File: src/rtl/pattern_selector.sv
// Debounced next/prev buttons plus auto-advance timer select a display pattern in 1..15.
// Raw press to pattern_id update takes DB_LEN+3 cycles; outputs are free-running with no backpressure.
module pattern_selector #(
    parameter int unsigned DB_LEN   = 50000,
    parameter int unsigned AUTO_LEN = 25000000
) (
    input  logic       clk,
    input  logic       rst,
    input  logic       btn_next,
    input  logic       btn_prev,
    input  logic       sw_auto,
    output logic [3:0] pattern_id,
    output logic       pattern_change
);

    localparam logic [25:0] DB_LAST   = 26'(DB_LEN - 1);
    localparam logic [25:0] AUTO_LAST = 26'(AUTO_LEN - 1);

    // Bit 0 = next, bit 1 = prev, bit 2 = auto switch.
    logic [2:0]  sync1;
    logic [2:0]  sync2;
    logic [1:0]  stable;
    logic [1:0]  stable_d;
    logic [1:0]  press;
    logic [25:0] cnt [2];
    logic [25:0] acnt;
    logic        tick;
    logic        step_up;
    logic        step_dn;

    always_ff @(posedge clk) begin
        if (!rst) begin
            sync1 <= '0;
            sync2 <= '0;
        end else begin
            sync1 <= {sw_auto, btn_prev, btn_next};
            sync2 <= sync1;
        end
    end

    always_ff @(posedge clk) begin
        if (!rst) begin
            stable   <= '0;
            stable_d <= '0;
            for (int b = 0; b < 2; b++) begin
                cnt[b] <= '0;
            end
        end else begin
            stable_d <= stable;
            for (int b = 0; b < 2; b++) begin
                if (sync2[b] != stable[b]) begin
                    if (cnt[b] == DB_LAST) begin
                        stable[b] <= sync2[b];
                        cnt[b]    <= '0;
                    end else begin
                        cnt[b] <= cnt[b] + 26'd1;
                    end
                end else begin
                    cnt[b] <= '0;
                end
            end
        end
    end

    assign press = stable & ~stable_d;
    assign tick  = sync2[2] && (acnt == AUTO_LAST);

    // Simultaneous presses cancel; any manual press swallows a coincident tick.
    always_comb begin
        step_up = 1'b0;
        step_dn = 1'b0;
        case (press)
            2'b01:   step_up = 1'b1;
            2'b10:   step_dn = 1'b1;
            2'b00:   step_up = tick;
            default: ;
        endcase
    end

    always_ff @(posedge clk) begin
        if (!rst) begin
            acnt <= '0;
        end else if (!sync2[2] || (|press) || tick) begin
            acnt <= '0;
        end else begin
            acnt <= acnt + 26'd1;
        end
    end

    always_ff @(posedge clk) begin
        if (!rst) begin
            pattern_id     <= 4'd1;
            pattern_change <= 1'b0;
        end else begin
            pattern_change <= step_up | step_dn;
            if (step_up) begin
                pattern_id <= (pattern_id == 4'd15) ? 4'd1 : pattern_id + 4'd1;
            end else if (step_dn) begin
                pattern_id <= (pattern_id == 4'd1) ? 4'd15 : pattern_id - 4'd1;
            end
        end
    end

endmodule

File: config.mk
export PLATFORM = sky130hd
export DESIGN_NAME = pattern_selector
export DESIGN_NICKNAME = d
export VERILOG_FILES = /design/src/rtl/pattern_selector.sv
export SDC_FILE = /design/constraint.sdc
export NUM_CORES = 1
export LEC_CHECK = 0
export CORE_MARGIN = 1.5
export CORE_UTILIZATION = 38
export CTS_CLUSTER_SIZE = 40
export DETAILED_ROUTE_END_ITERATION = 10
export SETUP_SLACK_MARGIN = 0.02
export SYNTH_ARGS = -nofsm -noshare
export SYNTH_HDL_FRONTEND = slang
export SYNTH_SLANG_ARGS = --single-unit
File: constraint.sdc
create_clock -name clk -period 2.37 [get_ports clk]
set_input_delay 0.3555 -clock clk [delete_from_list [all_inputs] [get_ports clk]]
set_output_delay 0.3555 -clock clk [all_outputs]
set_load 0.02 [all_outputs]
Word-level counts from Yosys, hierarchy flattened. Memory sizes are Yosys's and may differ from the RTL's. Index checks and enable logic that the tools add are counted.

Add/subtract/negate cells: 5. Eq/ne operators: 9. Mux-type cells: 35. Bitwise gates (word level): 10. Reductions and logical operators: 10.

Operator list (number): 26-bit 2-to-1 mux (6); 26-bit by 1-bit adder with 26-bit output, second input constant (3); 26-bit by 16-bit equality test with 1-bit output, second input constant (2); 26-bit by 25-bit equality test with 1-bit output, second input constant (1); 1-bit 2-to-1 mux (24); 4-bit 2-to-1 mux (4); 1-bit OR (7); 4-bit by 1-bit adder with 4-bit output, second input constant (1); 4-bit by 1-bit equality test with 1-bit output, second input constant (1); 4-bit equality test, second input constant (1); 2-bit AND reduction (2); 2-bit OR reduction (2); 4-bit by 1-bit subtractor with 4-bit output, second input constant (1); 2-bit bitwise AND (1); 2-bit by 1-bit equality test with 1-bit output, second input constant (1); 2-bit equality test, second input constant (1); 2-bit zero test (1); 1-bit logical OR (2); 1-bit != test (2); 2-bit inverter (1); 1-bit one-hot mux with 2 select lines (1); 2-bit nonzero test (1); 1-bit logical AND (1); 1-bit zero test (1); 1-bit inverter (1).

Flip-flop bits (word level): 41. Memory bits (writable): 52. Input bits: 5. Output and inout bits: 5. Logic and storage cells: 78. Memories kept: 1.

Memories: cnt (words 2, bits a word 26, read ports 2, clocked after Yosys merged registers in 0, wr ports 2, line 25) `logic [25:0] cnt [2];`.

Depth between registers and ports, before layout. Gate-level depths: netlist of the first run.

Depth in word-level cells: 8. Depth in mapped cells: 8. Gate-level depth less buffers: 7.

Worst setup path after synthesis of the first run. OpenSTA, ideal clock, no wires.

Path kind: register -> register. Start: mem cnt[1][10]. End: mem cnt[1][17] (data pin). Library setup time: 0.257 ns. Data arrival time: 1.863 ns. Required time: 2.113 ns. Setup slack: 0.250 ns. Cell stages (with the launch flop): 7. Path buffers: 1. Clock period less this slack: 2.120 ns. Cell sequence: edfxtp_1 -> or4b_2 -> nor3_1 -> nand4_1 -> nand3_1 -> buf_2 -> nor2_1.

RTL lines (line): start: declaration (25).

==> impl_results.rst, run 1 <==
.. list-table::
   :header-rows: 1

   * - Metric
     - Value
   * - Result of the run
     - complete, no violations
   * - Share of the synthesized area in the top cell type
     - 0.336
   * - Cell-internal power
     - 2.56 mW
   * - Number of DRC violations after detailed routing
     - 0
   * - Final GP Congestion
     - just under 0.8
   * - Number of standard cells in the final layout excluding fillers
     - between 700 and 800
   * - Cells along the critical path
     - or4b_2 > nor3_1 > nand4_1 > nand3_2 > buf_6 > nor2_1
   * - Nets@finish
     - 560
   * - Sum of routed wire length over all layers
     - 8.21 mm
   * - Detailed-router iteration count before antenna repair
     - 4
   * - Starting Density
     - 0.388
   * - Most area-hungry cell type in the Yosys netlist
     - edfxtp_1
   * - Register bit count reported by yosys
     - a little over 90
   * - Sum of internal, switching and leakage power
     - 3.25 mW
   * - Buffer count from post-CTS setup fixing
     - 0
   * - Critical path launch point type
     - flip-flop
   * - Ports
     - 10
   * - Die X
     - around 110 um
   * - Met1 routed wirelength after detailed routing
     - 3.91 mm
   * - Area delta synth->final
     - 17.7%
   * - Worst Setup Path Type
     - reg2reg
   * - Arrival time of the worst setup path
     - 2.29 ns
   * - Sequential fraction of design power
     - 0.550
   * - Residual overflow from global routing
     - 0
   * - Placed cells
     - 685
   * - Clock Skews
     - roughly 0.0083 ns
   * - Clk slew on worst S/H paths
     - about 0.07 ns
   * - Worst supply voltage drop on vdd
     - 0.397 mV
   * - Part of the total power dissipated in combinational logic
     - 0.032
   * - Final HPWL from detailed placement
     - between 5 and 6 mm
   * - Root Driver
     - clkbuf_16
   * - Number of different library cells in the post-synthesis netlist
     - 43
   * - NetSw
     - 0.691 mW
   * - CP max-delay cell
     - or4b_2
   * - Required time of the critical path
     - around 2.5 ns
   * - Count of filler cells inserted in the layout
     - 1154
   * - Power density cells
     - 595 nW/um^2
   * - Delay of the slowest cell on the worst path
     - roughly 0.69 ns
   * - Count of final max-slew check failures
     - 0
   * - Number of enable flip-flop cells after synthesis
     - 52
   * - Fraction of registers with async set/reset
     - 0
   * - Total length of routed met3 wires
     - a little under 300 um
   * - Cell row count
     - 40
   * - Most used cells in the layout excluding fill and tap cells
     - nor2_1, edfxtp_1, conb_1
   * - Cell count after synthesis
     - between 400 and 500
   * - Hold Vio Cnt, Final
     - 0
   * - Utilization of the core after routing
     - 0.457
   * - Part of the Yosys area used for sequential elements
     - 0.513
   * - Port Buffers
     - 9
   * - Worst hold path class
     - reg2reg
   * - Maximum number of pins on one net before global-route repair
     - 27
   * - Maximum clock insertion buffer count
     - 2
   * - Chip Height
     - 114 um
   * - Area of the core
     - about 12000 um^2
   * - Minimum clock period after layout
     - around 2.2 ns
   * - Final antenna diode count
     - 0
   * - Total standard cell area after synthesis
     - 4640 um^2
   * - Leakage power total
     - 1.91 nW
   * - Primary FF master, synth
     - edfxtp_1
   * - Number of nets with antenna violations after routing
     - 0
   * - Largest fanout of any net on the critical path
     - 17
   * - Setup repair after global routing missed its margin
     - no
   * - Cell types occupying the most area after synthesis
     - edfxtp_1, dfxtp_1, nor2_1
   * - Global-route total usage across every layer
     - 0.140
   * - Highest achievable clock rate
     - 0.455 GHz
   * - Element type at the critical path end
     - flip-flop
   * - Accumulated negative setup slack
     - 0 ns
   * - Vias per Instance
     - 4.84
   * - First-pass GRT wire length
     - 14.6 mm
   * - TritonCTS Buffers
     - 9
   * - Wire length per cell
     - 11.7 um
   * - Clk network pwr share
     - 0.418
   * - Die ar.
     - 12900 um^2
   * - Met2 Wirelength
     - around 4 mm
   * - Net switching share of the total power
     - 0.212
   * - Leading cell type in the layout, fill and taps excluded
     - nor2_1
   * - Layout cells sized above 1
     - 0.0668
   * - Number of antenna violations at the first check in global routing
     - 0
   * - Post-synthesis area per instance
     - between 9 and 10 um^2
   * - Vias in the first global route
     - 3261
   * - DRT iter0 DRCs
     - 197
   * - Yosys Warn Count
     - 0
   * - Max-cap violations
     - 0
   * - WHS Path Cells
     - 1
   * - Number of sinks driven by the clock tree
     - between 90 and 100
   * - Highest metal layer used by the detailed router
     - met4
   * - Total setup violations reported at the end of the flow
     - 0
   * - Final Cycle Share
     - 0.928
   * - Clock latency reported for the late side of the worst-skew pair
     - between 0.3 and 0.4 ns
   * - Number of levels in the clock H-tree
     - 3
   * - Number of buffers inserted by hold repair at cts
     - 0
   * - Clock tree from TritonCTS
     - done
   * - Cell count of the worst reg-to-reg path
     - 6
   * - DR vias
     - about 3400
## layer usage
layer | global-route usage | vias up
li1 | - | 1751
met1 | 0.178 | 1596
met2 | 0.231 | 39
met3 | 0.0409 | 6
met4 | 0.0458 | 0
met5 | 0 | -
## stage by stage
step | setup slack (ns) | instance area (um^2) | hold slack [ns]
6_report | 0.170 | 5470 | 0.432
5_1_grt | 0.0547 | 5470 | 0.460
4_1_cts | 0.0906 | 5460 | 0.434
3_5_place_dp | 0.0909 | 5170 | 0.419
3_3_place_gp | 0.128 | 5170 | 0.419
2_1_floorplan | 0.250 | 4840 | 0.412
## cells in the mapped netlist, types with 2 or more instances
library cell / number
nand3_1: 33
nor3b_1: 2
and3_1: 9
nor3_1: 13
o21ai_2: 2
buf_6: 3
nand2_1: 22
clkbuf_1: 3
or3_1: 3
xor2_1: 37
nand2b_1: 3
nor4_1: 13
mux2i_1: 3
xnor2_1: 39
a21oi_1: 3
nor2b_1: 5
o211ai_1: 2
or4_1: 2
inv_1: 16
buf_2: 4
and4_1: 4
ha_1: 6
o21ai_0: 3
nand4_1: 25
and2_1: 9
nor2_1: 103
dfxtp_1: 41
edfxtp_1: 52
## final timing paths
check	startpoint	endpoint	slack, ns
max reg2reg	cnt[1][10]	cnt[1][13]	0.17
max	cnt[1][10]	cnt[1][13]	0.17
min reg2reg	sync1[0]	sync2[0]	0.43
min	sync1[0]	sync2[0]	0.43
## power by group through the flow
| stage | Clock [mW] | Combinational, mW | Sequential, mW |
|---|---|---|---|
| after CTS | 1.41 | 0.104 | 1.79 |
| after detailed placement | 0 | 0.103 | 1.82 |
| after floorplan | 0 | 0.0771 | 1.81 |
| after global routing | 1.48 | 0.122 | 1.79 |
| after global placement | 0 | 0.103 | 1.82 |
| final | 1.36 | 0.105 | 1.79 |
## registers in the layout (all words and copies together), names as in the netlist
| signal | flops |
|---|---|
| acnt | 26 |
| cnt | 52 |
| pattern_change | 1 |
| pattern_id | 4 |
| stable | 2 |
| stable_d | 2 |
| sync1 | 3 |
| sync2 | 3 |
## cell type report
| class | count | area, um^2 | area share |
|---|---|---|---|
| well taps | 147 | 184 | 0.0336 |
| inverters | 16 | 60.1 | 0.0110 |
| flip-flops and latches | 93 | 2380 | 0.436 |
| clock inverters | 5 | 33.8 | 0.00618 |
| clock buffers | 11 | 253 | 0.0462 |
| repair buffers | 24 | 231 | 0.0423 |
| multi-input cells | 405 | 2320 | 0.425 |
## cell families after synthesis
group | after synthesis | share of synthesized area
AO/OA/AOI/OAI | 15 | 0.0221
flip-flops | 93 | 0.513
multiplexers | 3 | 0.00647
other | 1 | 0.000807
adder cells (fa/ha/maj) | 6 | 0.0162
XOR/XNOR | 76 | 0.143
buffers and inverters | 28 | 0.0294
AND/OR/NAND/NOR | 253 | 0.269
## worst max-delay path: cells and delay by family (launching register included)
kind,cells,cell delay [ns]
flip-flops,1,0.43
AND/OR/NAND/NOR,5,1.33
buffers and inverters,1,0.19
## what timing repair did
action	CTS	global route
endpoints found under the hold margin	0	0
gates resized for setup	0	2
setup endpoints to repair	0	17
Power figures use the tool's default switching activity.
==> run 2: changes to the inputs <==
- CORE_ASPECT_RATIO: default -> 1.5
==> impl_results.rst, run 2 (same netlist as run 1, synthesis figures left out) <==
.. list-table::
   :header-rows: 1

   * - Metric
     - Value
   * - Startpoint of the most critical register-to-register path
     - cnt[1][7]
   * - Largest fanout of any net on the critical path
     - 26
   * - Count of final max-slew check failures
     - 0
   * - Largest register by flop count
     - cnt
   * - Worst Setup Path Type
     - reg2reg
   * - Vias per Instance
     - slightly below 5
   * - Final GP Congestion
     - about 0.8
   * - Ports
     - 10
   * - Die ar.
     - 12900 um^2
   * - Setup ws final
     - between 0.15 and 0.2 ns
   * - Count of instances resized after the clock tree is built
     - 0
   * - Final Cycle Share
     - 0.926
   * - Chip Height
     - 138 um
   * - NetSw
     - 0.687 mW
   * - Power density cells
     - 614 nW/um^2
   * - Clock latency reported for the late side of the worst-skew pair
     - 0.34 ns
   * - Number of levels in the clock H-tree
     - 3
   * - Clock tree from TritonCTS
     - done
   * - Minimum clock period after layout
     - 2.19 ns
   * - Result of the run
     - complete, no violations
   * - Die X
     - around 93 um
   * - Final HPWL from detailed placement
     - 6.20 mm
   * - Clk slew on worst S/H paths
     - around 0.060 ns
   * - Hold Vio Cnt, Final
     - 0
   * - Highest achievable clock rate
     - 0.456 GHz
   * - Element type at the critical path end
     - flip-flop
   * - Cell area after placement
     - 5190 um^2
   * - Clock Skews
     - 0.00631 ns
   * - Worst supply voltage drop on vdd
     - 0.409 mV
   * - Required time of the critical path
     - about 2.5 ns
   * - Area delta synth->final
     - 18.6%
   * - Layout cells sized above 1
     - 0.0614
   * - Start point of the worst min-delay path
     - sync1[0]
   * - Number of sinks driven by the clock tree
     - a little over 90
   * - Cell row count
     - 49
   * - Residual overflow from global routing
     - 0
   * - Maximum number of pins on one net before global-route repair
     - 27
   * - Setup repair after global routing missed its margin
     - no
   * - Arrival time of the worst setup path
     - 2.28 ns
   * - Min Hold Slack
     - roughly 0.43 ns
   * - Accumulated negative setup slack
     - 0 ns
   * - Number of antenna violations at the first check in global routing
     - 0
   * - Number of standard cells in the final layout excluding fillers
     - 707
   * - Maximum clock insertion buffer count
     - 2
   * - Total setup violations reported at the end of the flow
     - 0
   * - Register-to-register setup slack
     - 0.18 ns
   * - Max-cap violations
     - 0
   * - Placement-stage worst setup slack
     - 0.145 ns
   * - Area of the core
     - 12000 um^2
   * - First-pass GRT wire length
     - 15.4 mm
   * - Placed cells
     - 691
   * - Pin slew with the least headroom to its limit
     - 0.508 ns
   * - Sum of routed wire length over all layers
     - 8.66 mm
   * - Number of buffers inserted by hold repair at cts
     - 0
   * - Number of nets with antenna violations after routing
     - 0
   * - Launching instance or port of the critical path
     - cnt[1][7]
   * - Root Driver
     - clkbuf_16
   * - Leading cell type in the layout, fill and taps excluded
     - nor2_1
   * - Worst hold path class
     - reg2reg
   * - Count of filler cells inserted in the layout
     - 1171
   * - Clk network pwr share
     - 0.439
   * - Nets@finish
     - 560
   * - Cell-internal power
     - around 2.7 mW
   * - Global-route total usage across every layer
     - 0.148
   * - Port Buffers
     - 9
   * - Wire length per cell
     - 12.2 um
   * - Part of the total power dissipated in combinational logic
     - 0.032
   * - Summed area of non-filler cells in the final layout
     - 5510 um^2
   * - Worst slew margin
     - 0.660
   * - Starting Density
     - 0.388
   * - Net switching share of the total power
     - 0.203
   * - DRT iter0 DRCs
     - roughly 120
   * - Sequential fraction of design power
     - 0.530
   * - Leading registers by flop count
     - cnt (52), acnt (26), pattern_id (4)
   * - Leakage power total
     - about 1.9 nW
   * - Critical path launch point type
     - flip-flop
   * - Number of DRC violations after detailed routing
     - 0
   * - Number of flip-flops under the largest register name
     - 52
   * - Buffer count from post-CTS setup fixing
     - 0
   * - TritonCTS Buffers
     - 9
   * - Most used cells in the layout excluding fill and tap cells
     - nor2_1, edfxtp_1, conb_1
   * - Detailed-router iteration count before antenna repair
     - 5
   * - Vias in the first global route
     - 3377
   * - Final antenna diode count
     - 0
   * - DR vias
     - 3435
-- run 2: cell count changes in the layout (fill, tap and decap cells not counted), moves of 2 or more --
cell       delta
clkinv_2      -2
clkbuf_16     +2
clkbuf_1      +2
clkinv_4      -2
-- run 2: critical path, cell delays in order (launching register included) --
cell and delay (ns):
edfxtp_1 0.43, or4b_2 0.65, nor3_1 0.25, nand4_1 0.18, nand3_1 0.17, buf_12 0.18
nor2_1 0.07
-- run 2: layout make-up --
class	count	area (um^2)	area share
flip-flops and latches	93	2380	0.432
multi-input cells	405	2320	0.421
clock buffers	15	310	0.0563
repair buffers	24	240	0.0436
well taps	153	191	0.0347
inverters	16	60.1	0.0109
clock inverters	1	7.51	0.00136
-- run 2: per-stage QoR --
stage / utilization / power [mW]
floorplan: - / 1.89
global placement: 0.434 / 1.93
detailed placement: 0.434 / 1.93
CTS: 0.461 / 3.42
global route: 0.461 / 3.52
finish: 0.461 / 3.38
-- run 2: metal layers --
metal  part of all wire  track usage  up-vias  wire length (um)
met2               0.53        0.257       37              4570
li1                   -            -     1753                 -
met3              0.022       0.0270       11               187
met5                  0            0        -                 0
met4              0.018       0.0630        0               160
met1               0.43        0.175     1634              3740
-- run 2: power by group through the flow --
stage	clock network (mW)	registers, mW	logic (mW)
after floorplan	0	1.81	0.0771
after global placement	0	1.82	0.103
after detailed placement	0	1.83	0.104
after CTS	1.53	1.79	0.105
after global routing	1.60	1.80	0.122
final	1.48	1.79	0.107
-- run 2: worst paths after layout --
check / to / cells after the start
worst max-delay path: cnt[1][5] / 6
worst min-delay path: sync2[0] / 1
worst max register to register: cnt[1][5] / 6
worst min register to register: sync2[0] / 1
